--- src/rtl/qeciphy_multilane_resetsequencer_if.sv ---
// Signal bundle between the multilane reset sequencer and its surrounding top level.
// The slave modport is the sequencer's view; the master modport is the top level's view.
interface qeciphy_multilane_resetsequencer_if #(
  parameter int NUM_LANES   = 4,
  parameter int MAX_RETRIES = 3
);
  localparam int RC_W = (MAX_RETRIES > 0) ? $clog2(MAX_RETRIES + 1) : 1;

  logic                 gt_power_good_i;
  logic [NUM_LANES-1:0] lane_enable_i;
  logic [NUM_LANES-1:0] gt_tx_rst_done_i;
  logic [NUM_LANES-1:0] gt_rx_rst_done_i;
  logic                 soft_rst_req_i;
  logic [NUM_LANES-1:0] gt_rst_n_o;
  logic                 datapath_rst_n_o;
  logic                 rst_done_o;
  logic                 rst_fail_o;
  logic [NUM_LANES-1:0] lane_fault_o;
  logic [RC_W-1:0]      retry_count_o;
  logic [2:0]           state_o;

  modport master (
    output gt_power_good_i, lane_enable_i, gt_tx_rst_done_i, gt_rx_rst_done_i, soft_rst_req_i,
    input  gt_rst_n_o, datapath_rst_n_o, rst_done_o, rst_fail_o, lane_fault_o, retry_count_o, state_o
  );

  modport slave (
    input  gt_power_good_i, lane_enable_i, gt_tx_rst_done_i, gt_rx_rst_done_i, soft_rst_req_i,
    output gt_rst_n_o, datapath_rst_n_o, rst_done_o, rst_fail_o, lane_fault_o, retry_count_o, state_o
  );
endinterface

--- src/rtl/qeciphy_multilane_resetsequencer.sv ---
// Per-lane GT and datapath reset sequencer with GT-done timeout, bounded retry,
// lane-drop recovery, power-good loss handling and soft restart. Single AXIS clock.
module qeciphy_multilane_resetsequencer #(
  parameter int NUM_LANES             = 4,
  parameter int GT_DELAY_CYCLES       = 1250,
  parameter int DATAPATH_DELAY_CYCLES = 32,
  parameter int GT_DONE_TIMEOUT       = 65535,
  parameter int MAX_RETRIES           = 3
) (
  input logic                             axis_clk_i,
  input logic                             axis_rst_n_i,
  qeciphy_multilane_resetsequencer_if.slave bus
);

  localparam int MAX_CNT =
    (GT_DELAY_CYCLES > DATAPATH_DELAY_CYCLES)
      ? ((GT_DELAY_CYCLES > GT_DONE_TIMEOUT) ? GT_DELAY_CYCLES : GT_DONE_TIMEOUT)
      : ((DATAPATH_DELAY_CYCLES > GT_DONE_TIMEOUT) ? DATAPATH_DELAY_CYCLES : GT_DONE_TIMEOUT);
  localparam int CNT_W = (MAX_CNT > 1) ? $clog2(MAX_CNT) : 1;
  localparam int RC_W  = (MAX_RETRIES > 0) ? $clog2(MAX_RETRIES + 1) : 1;

  localparam logic [CNT_W-1:0] GT_DLY_LD = CNT_W'(GT_DELAY_CYCLES - 1);
  localparam logic [CNT_W-1:0] DP_DLY_LD = CNT_W'(DATAPATH_DELAY_CYCLES - 1);
  localparam logic [CNT_W-1:0] TMO_LD    = CNT_W'(GT_DONE_TIMEOUT - 1);
  localparam logic [CNT_W-1:0] CNT_ONE   = CNT_W'(1);
  localparam logic [RC_W-1:0]  RC_ONE    = RC_W'(1);
  localparam logic [RC_W-1:0]  RC_MAX    = RC_W'(MAX_RETRIES);

  typedef enum logic [2:0] {
    ST_RESET        = 3'd0,
    ST_WAIT_PWRGOOD = 3'd1,
    ST_GT_DELAY     = 3'd2,
    ST_WAIT_GT_DONE = 3'd3,
    ST_DP_DELAY     = 3'd4,
    ST_DONE         = 3'd5,
    ST_FAIL         = 3'd6
  } state_e;

  state_e               state_q, state_d;
  logic [CNT_W-1:0]     cnt_q, cnt_d;
  logic [NUM_LANES-1:0] lane_mask_q, lane_mask_d;
  logic [NUM_LANES-1:0] lane_fault_q, lane_fault_d;
  logic [RC_W-1:0]      retry_q, retry_d;
  logic                 done_q, done_d;

  logic [NUM_LANES-1:0] lane_ok;
  logic [NUM_LANES-1:0] lane_bad;
  logic                 all_ok;
  logic                 pg_lost;
  logic                 take_retry;

  // Masked-off lanes count as healthy, so an empty mask is trivially all_ok.
  assign lane_ok  = bus.gt_tx_rst_done_i & bus.gt_rx_rst_done_i;
  assign lane_bad = lane_mask_q & ~lane_ok;
  assign all_ok   = &(lane_ok | ~lane_mask_q);
  assign pg_lost  = !bus.gt_power_good_i &&
                    (state_q inside {ST_GT_DELAY, ST_WAIT_GT_DONE, ST_DP_DELAY, ST_DONE});

  always_comb begin
    // NOTE: every target gets its hold value first so no latch is inferred.
    state_d      = state_q;
    cnt_d        = cnt_q;
    lane_mask_d  = lane_mask_q;
    lane_fault_d = lane_fault_q;
    retry_d      = retry_q;
    take_retry   = 1'b0;

    if (bus.soft_rst_req_i) begin
      state_d      = ST_RESET;
      cnt_d        = '0;
      lane_mask_d  = '0;
      lane_fault_d = '0;
      retry_d      = '0;
    end else if (pg_lost) begin
      state_d = ST_WAIT_PWRGOOD;
    end else begin
      case (state_q)
        ST_RESET: state_d = ST_WAIT_PWRGOOD;
        ST_WAIT_PWRGOOD: begin
          if (bus.gt_power_good_i) begin
            state_d     = ST_GT_DELAY;
            lane_mask_d = bus.lane_enable_i;
            cnt_d       = GT_DLY_LD;
          end
        end
        ST_GT_DELAY: begin
          if (cnt_q == '0) begin
            state_d = ST_WAIT_GT_DONE;
            cnt_d   = TMO_LD;
          end else begin
            cnt_d = cnt_q - CNT_ONE;
          end
        end
        ST_WAIT_GT_DONE: begin
          if (all_ok) begin
            state_d = ST_DP_DELAY;
            cnt_d   = DP_DLY_LD;
          end else if (cnt_q == '0) begin
            lane_fault_d = lane_bad;
            take_retry   = 1'b1;
          end else begin
            cnt_d = cnt_q - CNT_ONE;
          end
        end
        ST_DP_DELAY: begin
          if (!all_ok) begin
            lane_fault_d = lane_bad;
            take_retry   = 1'b1;
          end else if (cnt_q == '0) begin
            state_d = ST_DONE;
          end else begin
            cnt_d = cnt_q - CNT_ONE;
          end
        end
        ST_DONE: begin
          if (!all_ok) begin
            lane_fault_d = lane_bad;
            take_retry   = 1'b1;
          end
        end
        ST_FAIL: state_d = ST_FAIL;
        default: state_d = ST_RESET;
      endcase

      // Shared by timeout and in-service drop: re-run GT bring-up or give up.
      if (take_retry) begin
        if (retry_q < RC_MAX) begin
          retry_d     = retry_q + RC_ONE;
          state_d     = ST_GT_DELAY;
          cnt_d       = GT_DLY_LD;
          lane_mask_d = bus.lane_enable_i;
        end else begin
          state_d = ST_FAIL;
        end
      end
    end

    // rst_done trails datapath release by one cycle but drops with it.
    done_d = (state_q == ST_DONE) && (state_d == ST_DONE);
  end

  always_ff @(posedge axis_clk_i) begin
    // NOTE: sequential state uses non-blocking assignments; reset is sampled on the clock edge.
    if (!axis_rst_n_i) begin
      state_q      <= ST_RESET;
      cnt_q        <= '0;
      lane_mask_q  <= '0;
      lane_fault_q <= '0;
      retry_q      <= '0;
      done_q       <= 1'b0;
    end else begin
      state_q      <= state_d;
      cnt_q        <= cnt_d;
      lane_mask_q  <= lane_mask_d;
      lane_fault_q <= lane_fault_d;
      retry_q      <= retry_d;
      done_q       <= done_d;
    end
  end

  assign bus.gt_rst_n_o       = (state_q inside {ST_WAIT_GT_DONE, ST_DP_DELAY, ST_DONE})
                                ? lane_mask_q : '0;
  assign bus.datapath_rst_n_o = (state_q == ST_DONE);
  assign bus.rst_done_o       = done_q;
  assign bus.rst_fail_o       = (state_q == ST_FAIL);
  assign bus.lane_fault_o     = lane_fault_q;
  assign bus.retry_count_o    = retry_q;
  assign bus.state_o          = state_q;

endmodule

--- src/flat_wrapper.sv ---
// flat-port wrapper written by rule: the top's interface ports become plain ports
module qeciphy_multilane_resetsequencer_flat 
#(
  parameter int NUM_LANES             = 4,
  parameter int GT_DELAY_CYCLES       = 1250,
  parameter int DATAPATH_DELAY_CYCLES = 32,
  parameter int GT_DONE_TIMEOUT       = 65535,
  parameter int MAX_RETRIES           = 3
)
  (axis_clk_i, axis_rst_n_i, bus_gt_power_good_i, bus_lane_enable_i, bus_gt_tx_rst_done_i, bus_gt_rx_rst_done_i, bus_soft_rst_req_i, bus_gt_rst_n_o, bus_datapath_rst_n_o, bus_rst_done_o, bus_rst_fail_o, bus_lane_fault_o, bus_retry_count_o, bus_state_o);
  qeciphy_multilane_resetsequencer_if #(.NUM_LANES(NUM_LANES), .MAX_RETRIES(MAX_RETRIES)) bus_i ();
  input logic axis_clk_i;
  input logic axis_rst_n_i;
  input wire logic [$bits(bus_i.gt_power_good_i)-1:0] bus_gt_power_good_i;
  input wire logic [$bits(bus_i.lane_enable_i)-1:0] bus_lane_enable_i;
  input wire logic [$bits(bus_i.gt_tx_rst_done_i)-1:0] bus_gt_tx_rst_done_i;
  input wire logic [$bits(bus_i.gt_rx_rst_done_i)-1:0] bus_gt_rx_rst_done_i;
  input wire logic [$bits(bus_i.soft_rst_req_i)-1:0] bus_soft_rst_req_i;
  output wire logic [$bits(bus_i.gt_rst_n_o)-1:0] bus_gt_rst_n_o;
  output wire logic [$bits(bus_i.datapath_rst_n_o)-1:0] bus_datapath_rst_n_o;
  output wire logic [$bits(bus_i.rst_done_o)-1:0] bus_rst_done_o;
  output wire logic [$bits(bus_i.rst_fail_o)-1:0] bus_rst_fail_o;
  output wire logic [$bits(bus_i.lane_fault_o)-1:0] bus_lane_fault_o;
  output wire logic [$bits(bus_i.retry_count_o)-1:0] bus_retry_count_o;
  output wire logic [$bits(bus_i.state_o)-1:0] bus_state_o;
  assign bus_i.gt_power_good_i = bus_gt_power_good_i;
  assign bus_i.lane_enable_i = bus_lane_enable_i;
  assign bus_i.gt_tx_rst_done_i = bus_gt_tx_rst_done_i;
  assign bus_i.gt_rx_rst_done_i = bus_gt_rx_rst_done_i;
  assign bus_i.soft_rst_req_i = bus_soft_rst_req_i;
  assign bus_gt_rst_n_o = bus_i.gt_rst_n_o;
  assign bus_datapath_rst_n_o = bus_i.datapath_rst_n_o;
  assign bus_rst_done_o = bus_i.rst_done_o;
  assign bus_rst_fail_o = bus_i.rst_fail_o;
  assign bus_lane_fault_o = bus_i.lane_fault_o;
  assign bus_retry_count_o = bus_i.retry_count_o;
  assign bus_state_o = bus_i.state_o;
  qeciphy_multilane_resetsequencer #(.NUM_LANES(NUM_LANES), .GT_DELAY_CYCLES(GT_DELAY_CYCLES), .DATAPATH_DELAY_CYCLES(DATAPATH_DELAY_CYCLES), .GT_DONE_TIMEOUT(GT_DONE_TIMEOUT), .MAX_RETRIES(MAX_RETRIES)) u_core (.axis_clk_i(axis_clk_i), .axis_rst_n_i(axis_rst_n_i), .bus(bus_i));
endmodule
--- config.mk ---
export PLATFORM = sky130hd
export DESIGN_NAME = qeciphy_multilane_resetsequencer_flat
export DESIGN_NICKNAME = d
export VERILOG_FILES = /design/src/rtl/qeciphy_multilane_resetsequencer_if.sv /design/src/rtl/qeciphy_multilane_resetsequencer.sv /design/src/flat_wrapper.sv
export SDC_FILE = /design/constraint.sdc
export NUM_CORES = 1
export LEC_CHECK = 0
export CAP_MARGIN = 20
export CORE_MARGIN = 10
export CORE_UTILIZATION = 50
export CTS_CLUSTER_DIAMETER = 120
export DETAILED_ROUTE_END_ITERATION = 12
export HOLD_SLACK_MARGIN = 0.1
export PLACE_DENSITY = 0.72
export REMOVE_ABC_BUFFERS = 1
export SYNTH_ARGS = -nofsm -noshare
export SYNTH_HDL_FRONTEND = slang
export SYNTH_SLANG_ARGS = --single-unit
--- constraint.sdc ---
create_clock -name axis_clk_i -period 3.5 [get_ports axis_clk_i]
set_input_delay 0.525 -clock axis_clk_i [delete_from_list [all_inputs] [get_ports axis_clk_i]]
set_output_delay 0.525 -clock axis_clk_i [all_outputs]
set_load 0.005 [all_outputs]
==> impl_metrics.json <==
{
  "grt.overflow.total": 0,
  "status": "finished clean",
  "antenna_cells": 0,
  "crit_start": "u_core.bus.state_o[2]",
  "htree_levels": 2,
  "power_density_nw_per_um2": 272,
  "first_pass_iters": 5,
  "wl_per_cell_um": 18.6,
  "row_count": 25,
  "path_buf_inv": 1,
  "ys_warn_count": 0,
  "fmax_ghz": 0.326,
  "timing.critical_path.to": "bus_gt_rst_n_o[0]",
  "cts.sinks": 30,
  "fp.dieW_um": 90.2,
  "drv_slew": 0,
  "crit_path_frequent_cell": "nand2_1",
  "hold_viol_final": 0,
  "mostFrequentLayoutCells": "nor2_1 (43), clkdlybuf4s50_1 (31), dfxtp_1 (30)",
  "numCtsBuffers": 5,
  "drv_cap": 0,
  "layout-drive-gt1-share_pct": 12.0,
  "crit_path_max_incr_delay_ps": 680,
  "critPathCaptureType": "output port",
  "place_ws_ps": 634,
  "relSlewSlack_pct": 45.8,
  "min_path_type": "register to register",
  "drt_iter0_markers": 427,
  "clk_path_buf_depth": 2,
  "wirelength_um": 7790,
  "synth_edf_count": 0,
  "cts_tree": "yes",
  "setup_slack_ps": 429,
  "cts-root-buf": "clkbuf_8",
  "post-route-util_pct": 61.2,
  "cp.arrival_ps": 2550,
  "grt_max_degree": 26,
  "core_area_um2": 4750,
  "postCtsSetupBuffers": 0,
  "synthTopCellsByArea": "dfxtp_1 (24%), nor2_1 (6.5%), a21oi_1 (5.5%)",
  "irDropWorstVdd_mv": 0.206,
  "synth_top_area_share_pct": 24.4,
  "rsz0062_at_grt": "no",
  "finClkSkew_ps": 3.44,
  "drc": 0,
  "critPathLaunchType": "register",
  "cts_hold_buf": 0,
  "initial_core_util_pct": 51.8,
  "fin_crit_sh_pct": 87.8,
  "path_class": "register to output port",
  "clk-insertion-delay-late_ps": 280,
  "mostFrequentLayoutCell": "nor2_1",
  "ys_seq_area_share_pct": 24.4,
  "avgSynthCellArea_um2": 7.63,
  "yosysTopAreaCell": "dfxtp_1",
  "grt_antenna_before_repair": 0,
  "areaGrowthSynthToFinish_pct": 18.1,
  "critical-path-slowest-cell": "nor2b_1",
  "r2r-end": "u_core.cnt_q[0]",
  "ys.flop_type": "dfxtp_1",
  "netlist_instances": 323,
  "grt_pass1_wl_um": 12700,
  "nNetsFinal": 370,
  "r2r_cells": 11,
  "p_leak_nw": 1.06,
  "ioPinCount": 32,
  "gp_congestion": 1.04,
  "worstPathRequired_ps": 2970,
  "period_needed_ps": 3070,
  "fin_tns_setup_ps": 0,
  "synth_area_um2": 2460,
  "clk_pin_slew_worst_paths_ps": 60,
  "fp.dieArea_um2": 8140,
  "num-fill-cells": 447,
  "multi_input_area_um2": 1730,
  "ant_nets": 0,
  "vias": 2753,
  "critPathTopFamily": "simple AND/OR/NAND/NOR gates",
  "tightest_slew_ps": 812,
  "grt_usage_pct": 18.4,
  "dpl.hpwl_um": 5840,
  "yosys.cell_types.count": 76,
  "die_h_um": 90.2,
  "finalSetupViolations": 0,
  "postSynth.asyncResetShare_pct": 0,
  "worst-path-max-fanout": 13,
  "crit_cells": 5,
  "rrSetupSlack_ps": 760,
  "seqCellArea_um2": 601,
  "postCtsResizedCells": 0,
  "rr_startpoint": "u_core.cnt_q[0]",
  "portBuffers": 31,
  "crit_chain": "nor2b_1, nand2_1, nand2_1, and2_1, clkdlybuf4s50_1",
  "ys_ff_latch": 30,
  "grt_pass1_vias": 2535,
  "routed_via_density": 6.59
}
[how the worst min path moves through the flow]
stage                                          start                          to  slack, ps  cells after the start
after floorplan                     u_core.cnt_q[15]            u_core.cnt_q[15]        450                      2
after global placement              u_core.cnt_q[15]            u_core.cnt_q[15]        480                      2
after detailed placement  u_core.bus.lane_fault_o[1]  u_core.bus.lane_fault_o[1]        500                      2
after CTS                           u_core.cnt_q[15]            u_core.cnt_q[15]        510                      2
after global routing      u_core.bus.lane_fault_o[2]  u_core.bus.lane_fault_o[2]        550                      2
final                               u_core.cnt_q[15]            u_core.cnt_q[15]        510                      2
[logic make-up (layout without fill, tap and decap cells)]
family                     count (synthesis)  count (layout)  share of synthesized area [%]
and+or+nand+nor                          133             133                           30.5
AOI/OAI and AO/OA                        113             113                           32.6
DFF                                       30              30                           24.4
buffers and inverters                     30              58                           5.58
muxes                                     10              10                           4.06
xor gates and xnor gates                   4               4                           1.42
adders and majority gates                  3               3                           1.52
[Yosys cell counts (4+ instances only)]
cell type / instances
nor2_1: 43
dfxtp_1: 30
a21oi_1: 27
nand2_1: 24
o21ai_0: 14
mux2i_1: 10
inv_1: 9
o211ai_1: 9
buf_2: 8
clkbuf_1: 8
nand3_1: 8
and2_1: 7
o22ai_1: 7
nand2b_1: 5
nor3_1: 5
o21ai_1: 5
a211oi_1: 4
a21boi_1: 4
a31oi_1: 4
and3_1: 4
nor4_1: 4
o31ai_1: 4
[cell type report]
class / count / area share (%)
flip-flops and latches: 30 / 20.6
multi-input cells: 263 / 59.3
repair buffers: 41 / 13.2
well taps: 67 / 2.88
inverters: 10 / 1.29
clock buffers: 7 / 2.62
[routing by layer]
metal / share of wire (%) / track usage [%] / vias to the layer above
li1: - / - / 1274
met1: 43 / 23.4 / 1281
met2: 44 / 28.8 / 165
met3: 10 / 5.57 / 33
met4: 3.1 / 6.50 / 0
met5: 0 / 0 / -
[stage by stage]
step           instance area [um^2]  std cells  hold slack, ps  power (W)
6_report                       2910        418             506   0.000790
5_1_grt                        2910        418             549   0.000822
4_1_cts                        2910        418             511   0.000790
3_5_place_dp                   2830        411             499   0.000524
3_3_place_gp                   2830        411             478   0.000524
2_1_floorplan                  2360        303             453   0.000462
[where the power goes]
group / switching, W / leakage (nW) / total (W) / internal, W
registers: 0.00000607 / 0.242 / 0.000351 / 0.000345
clock network: 0.000131 / 0.0383 / 0.000268 / 0.000137
logic: 0.000103 / 0.781 / 0.000172 / 0.0000687
total: 0.000240 / 1.06 / 0.000790 / 0.000550
[sequential cells by signal (all words and copies together), names as in the netlist]
name	cells
u_core.lane_mask_q	4
u_core.cnt_q	16
u_core.bus.rst_done_o	1
u_core.bus.lane_fault_o	4
u_core.bus.retry_count_o	2
u_core.bus.state_o	3
[worst register-to-register path: cells and delay by family, from the launching register on]
kind                     cells  cell delay (ps)
flip-flops                   1              360
buffers and inverters        2              270
AO/OA/AOI/OAI                3              420
adder cells (fa/ha/maj)      2              540
AND/OR/NAND/NOR              4             1040
(Power assumes the default switching activity.)
